### config.mk
export PLATFORM = sky130hd
export DESIGN_NAME = mem_arbiter
export DESIGN_NICKNAME = d
export VERILOG_FILES = /design/src/rtl/mem_arbiter_pkg.sv /design/src/rtl/mem_arbiter_rr_arbiter2.sv /design/src/rtl/mem_arbiter.sv
export SDC_FILE = /design/constraint.sdc
export NUM_CORES = 1
export LEC_CHECK = 0
export ABC_AREA = 1
export BUFFER_PORTS_ARGS = -buffer_cell sky130_fd_sc_hd__buf_2
export CAP_MARGIN = 20
export CORE_AREA = 2 2 289 291
export CTS_BUF_LIST = sky130_fd_sc_hd__clkbuf_4
export CTS_CLUSTER_DIAMETER = 80
export CTS_CLUSTER_SIZE = 28
export DETAILED_ROUTE_END_ITERATION = 7
export DIE_AREA = 0 0 291 293
export GPL_TIMING_DRIVEN = 0
export PLACE_DENSITY_LB_ADDON = 0.1
export SETUP_SLACK_MARGIN = 0.2
export SLEW_MARGIN = 10
export SYNTH_ARGS = -nofsm -noshare
export SYNTH_HDL_FRONTEND = slang
export SYNTH_SLANG_ARGS = --single-unit
### constraint.sdc
create_clock -name clk -period 1.5 [get_ports clk]
set_input_delay 0.3 -clock clk [delete_from_list [all_inputs] [get_ports clk]]
set_output_delay 0.3 -clock clk [all_outputs]
set_load 0.01 [all_outputs]
### src/rtl/mem_arbiter_pkg.sv
// Shared constants for the two-client line-memory arbiter: default widths,
// FSM state encoding and transaction-owner encoding.
package mem_arbiter_pkg;

  localparam int DEF_ADDR_W     = 28;
  localparam int DEF_DATA_W     = 128;
  localparam int DEF_LINE_BEATS = 4;

  typedef enum logic [1:0] {
    IDLE    = 2'd0,
    ISSUE   = 2'd1,
    RD_DATA = 2'd2,
    WR_DATA = 2'd3
  } state_t;

  typedef enum logic {
    OWNER_IC = 1'b0,
    OWNER_DC = 1'b1
  } owner_t;

endpackage

### src/rtl/mem_arbiter_rr_arbiter2.sv
// Two-input round-robin grant. On a tie the requester that did not win the
// previous accepted grant wins; last-grant resets to icache so dcache wins first.
module rr_arbiter2
  import mem_arbiter_pkg::*;
(
  input  logic clk,
  input  logic reset,
  input  logic req_ic,
  input  logic req_dc,
  input  logic update,
  output logic grant_ic,
  output logic grant_dc
);

  owner_t last_q;
  logic   prefer_dc;

  assign prefer_dc = (last_q == OWNER_IC);
  assign grant_dc  = req_dc & (~req_ic | prefer_dc);
  assign grant_ic  = req_ic & (~req_dc | ~prefer_dc);

  always_ff @(posedge clk or posedge reset) begin
    if (reset) begin
      last_q <= OWNER_IC;
    end else if (update) begin
      last_q <= grant_dc ? OWNER_DC : OWNER_IC;
    end
  end

endmodule

### src/rtl/mem_arbiter.sv
// Arbitrates icache line reads and dcache line reads/writes onto a single
// memory port: one command, then LINE_BEATS data beats, per transaction.
module mem_arbiter
  import mem_arbiter_pkg::*;
#(
  parameter int ADDR_W     = DEF_ADDR_W,
  parameter int DATA_W     = DEF_DATA_W,
  parameter int LINE_BEATS = DEF_LINE_BEATS
) (
  input  logic              clk,
  input  logic              reset,
  input  logic              ic_req_valid,
  output logic              ic_req_ready,
  input  logic [ADDR_W-1:0] ic_req_addr,
  output logic              ic_resp_valid,
  output logic [DATA_W-1:0] ic_resp_data,
  input  logic              dc_req_valid,
  output logic              dc_req_ready,
  input  logic              dc_req_rw,
  input  logic [ADDR_W-1:0] dc_req_addr,
  input  logic              dc_wdata_valid,
  output logic              dc_wdata_ready,
  input  logic [DATA_W-1:0] dc_wdata,
  output logic              dc_resp_valid,
  output logic [DATA_W-1:0] dc_resp_data,
  output logic              mem_req_valid,
  input  logic              mem_req_ready,
  output logic              mem_req_rw,
  output logic [ADDR_W-1:0] mem_req_addr,
  output logic              mem_wdata_valid,
  input  logic              mem_wdata_ready,
  output logic [DATA_W-1:0] mem_wdata,
  input  logic              mem_resp_valid,
  input  logic [DATA_W-1:0] mem_resp_data,
  output logic              busy
);

  localparam int CNT_W = $clog2(LINE_BEATS);
  localparam logic [CNT_W-1:0] LAST_BEAT = CNT_W'(LINE_BEATS - 1);

  state_t            state;
  owner_t            owner_q;
  logic [ADDR_W-1:0] addr_q;
  logic              rw_q;
  logic [CNT_W-1:0]  beat_cnt;

  logic grant_ic, grant_dc;
  logic in_idle, accept;
  logic rd_beat, wr_beat, beat, last_beat;

  assign in_idle = (state == IDLE);
  assign accept  = in_idle & (ic_req_valid | dc_req_valid);

  rr_arbiter2 u_rr (
    .clk      (clk),
    .reset    (reset),
    .req_ic   (ic_req_valid),
    .req_dc   (dc_req_valid),
    .update   (accept),
    .grant_ic (grant_ic),
    .grant_dc (grant_dc)
  );

  assign ic_req_ready = in_idle & grant_ic;
  assign dc_req_ready = in_idle & grant_dc;

  assign mem_req_valid = (state == ISSUE);
  assign mem_req_addr  = addr_q;
  assign mem_req_rw    = rw_q;

  // Read beats are only counted or forwarded while a read owns the port.
  assign rd_beat       = (state == RD_DATA) & mem_resp_valid;
  assign ic_resp_valid = rd_beat & (owner_q == OWNER_IC);
  assign dc_resp_valid = rd_beat & (owner_q == OWNER_DC);
  assign ic_resp_data  = mem_resp_data;
  assign dc_resp_data  = mem_resp_data;

  assign mem_wdata_valid = (state == WR_DATA) & dc_wdata_valid;
  assign dc_wdata_ready  = (state == WR_DATA) & mem_wdata_ready;
  assign mem_wdata       = dc_wdata;
  assign wr_beat         = mem_wdata_valid & mem_wdata_ready;

  assign beat      = rd_beat | wr_beat;
  assign last_beat = beat & (beat_cnt == LAST_BEAT);
  assign busy      = ~in_idle;

  always_ff @(posedge clk or posedge reset) begin
    if (reset) begin
      state    <= IDLE;
      owner_q  <= OWNER_IC;
      addr_q   <= '0;
      rw_q     <= 1'b0;
      beat_cnt <= '0;
    end else begin
      case (state)
        IDLE: begin
          if (accept) begin
            owner_q <= grant_dc ? OWNER_DC : OWNER_IC;
            addr_q  <= grant_dc ? dc_req_addr : ic_req_addr;
            rw_q    <= grant_dc & dc_req_rw;
            state   <= ISSUE;
          end
        end
        ISSUE: begin
          if (mem_req_ready) begin
            state <= rw_q ? WR_DATA : RD_DATA;
          end
        end
        RD_DATA, WR_DATA: begin
          if (last_beat) begin
            beat_cnt <= '0;
            state    <= IDLE;
          end else if (beat) begin
            beat_cnt <= beat_cnt + 1'b1;
          end
        end
        default: state <= IDLE;
      endcase
    end
  end

endmodule

==> out/qor.txt <==
endpoints failing setup: 25
final worst path period need: 1.82 ns
Synth warnings: 0
most frequent CP cell: buf_12
status: finished with violations
# DRC: 0
global-route wire length before repair: 35200 µm
Crit. End Element: output pin
Top delay family on crit path: buffers and inverters
Worst Setup Start Kind: flop
final WL: 27200 µm
Critical path buffers and inverters: 6
peak supply drop: 0.000261 V
Worst Path Arrival: 1.52 ns
syn nets: 908
gr usage total: 0.0574
largest net degree at the start of global routing: 24
core area: 0.0818 mm²
RSZ-0062 raised after global routing: yes
GR Overflow Total: 0
post-synth top area share: 0.646
final net count: 1432
pwr/cell area: 855 mW/mm²
initial antenna violation count: 3
WP data required: 1.20 ns
Area Overhead vs Synth: 105%
cts bufs inserted: 5
Synth cell types: 19
Final Util: 0.113
Slew HR: 0.607
io pins: 742
final hold slack: 0.101 ns
vias in the first global route: 5161
clock sinks: 34
violated checks: negative setup slack
Seq/Total Area, Yosys: 0.189
starting density of the core: 0.0551
Die Height: 293 µm
Antenna Nets Post-Route: 0
Post-Syn Area: 0.00451 mm²
die area: 0.0853 mm²
CP peak stage delay: 0.38 ns
slew of the pin with the lowest slew margin: 0.590 ns
wire length per cell: 12.5 µm
crit-path cells: inv_2 > o21ai_4 > buf_12 > inv_6 > buf_12 > nand2_4 > inv_4 > buf_6
Via density: 2.37
endpoints failing hold: 0
Pwr Total: 7.90 mW
Mapped Cells: 586
critical path class: flop to output pin
final setup skew: 0.0217 ns
Die X: 291 µm
initial drt markers: 80
CP max stage cell: dfrtp_1
GPL Wtd Cong: 0.733
IO Port Bufs: 485
CTS tree: done
CP max FO: 3
clock transition at the registers of the reported paths: 0.12 ns
Synth area leaders: buf_4 65%, dfrtp_1 19%, o21ai_1 3.7%
Clock Tree Buf Depth: 2
routed vias: 5163
final period utilization: 1.21
Yosys top cell by area: buf_4
CTS HTree Levels: 2
Slew Viols, Final: 0
layout cells sized above 1: 0.870
setup ws final: -0.322 ns
Final HPWL DP: 24300 µm
FF+latch count, synth: 34
leakage: 4.90 nW
row count: 105
DR pass1 iterations: 4
Post-Syn Area per Cell: 7.70 µm²
Hold/Removal Path Class: input pin to flop
Max Cap Viol: 0
Worst-Skew Late Latency: 0.43 ns
fmax: 549 MHz
root buf cell: clkbuf_4
[cells by family after synthesis]
kind of cell / Yosys count / share of synthesized area
simple gates: 77 / 0.0674
compound gates: 66 / 0.0771
buf+inv: 408 / 0.664
fa+ha+maj: 1 / 0.00277
flops: 34 / 0.189
[per-stage QoR]
step                TNS, ns  instance area, µm²  std cells  setup slack, ns
floorplan                 0                4510        586            0.210
global placement     -45.24                8280       2141           -0.942
detailed placement   -12.45                8300       2142           -0.696
CTS                   -3.53                8820       2161           -0.435
global route          -5.87                9240       2180           -0.472
finish                -2.00                9240       2182           -0.322
[sequential cells by signal (all words and copies together), names as in the netlist]
name and flops:
mem_req_rw 1, owner_q 1, state 2, beat_cnt 2, mem_req_addr 28
[placed cells by master (no fill, tap or decap), drive strengths merged]
cell / netlist / final
buf: 393 / 907
o21ai: 63 / 63
nand2: 38 / 38
dfrtp: 34 / 34
nor2: 32 / 32
inv: 13 / 12
clkbuf: 2 / 9
nand3: 4 / 4
diode: 0 / 3
and3: 2 / 2
clkinv: 0 / 2
a21oi: 2 / 2
nand4: 1 / 1
a211oi: 1 / 1
ha: 1 / 1
dlygate4sd3: 0 / 1
[Yosys cell counts]
library cell	count
buf_4	388
nand2_1	38
dfrtp_1	34
o21ai_1	33
nor2_1	31
o21ai_0	29
inv_1	10
buf_2	5
nand3_1	4
inv_2	3
and3_1	2
clkbuf_1	2
a211oi_1	1
a21oi_1	1
a21oi_4	1
ha_1	1
nand4_1	1
nor2_2	1
o21ai_2	1
[metal layers]
| metal | track usage | vias to the layer above | share of wire |
|---|---|---|---|
| met1 | 0.0546 | 2314 | 0.33 |
| met4 | 0.0200 | 2 | 0.020 |
| met3 | 0.0157 | 18 | 0.072 |
| met5 | 0 | - | 0.00074 |
| met2 | 0.116 | 345 | 0.57 |
| li1 | - | 2484 | - |
[power breakdown]
group | internal, mW | switching [mW] | total, mW
sequential | 1.38 | 0.362 | 1.74
clock | 0.161 | 0.458 | 0.618
combinational | 3.04 | 2.51 | 5.55
[worst register-to-register path, stage by stage (launching register included)]
cell and delay [ns]:
dfrtp_1 0.38, inv_2 0.06, o21ai_4 0.13, buf_12 0.14
inv_6 0.05, buf_12 0.13, buf_4 0.14, buf_16 0.15
buf_12 0.17, nor2_2 0.08, o21ai_1 0.07
[path summary, 6_finish.rpt]
kind | from | to | slack (ns) | depth (start not counted)
worst max-delay path | owner_q | dc_req_ready | -0.32 | 8
worst min-delay path | dc_req_rw | mem_req_rw | 0.10 | 3
worst max register to register | owner_q | mem_req_addr[3] | -0.09 | 10
worst min register to register | mem_req_addr[6] | mem_req_addr[6] | 0.51 | 2
max in group asynchronous | reset | state[0] | 0.57 | 4
min in group asynchronous | reset | mem_req_addr[16] | 0.41 | 3
[final cells by class]
type / instances / area [µm²]
clock buffers: 5 / 37.5
flip-flops and latches: 34 / 853
well taps: 1070 / 1340
repair buffers: 517 / 3000
diodes: 3 / 7.51
multi-input cells: 144 / 866
inverters: 13 / 78.8
plain buffers: 395 / 3050
fillers: 9608 / 72600
clock inverters: 1 / 3.75
[repair_timing]
action	in CTS	in global routing
gates resized for setup	94	68
endpoints found under the setup margin	68	70
setup buffers	12	16
hold endpoints to repair	11	0
cloned	0	2
hold buffers	1	0
pin swaps	3	8
Note: power is estimated with default switching activity, not from simulation.
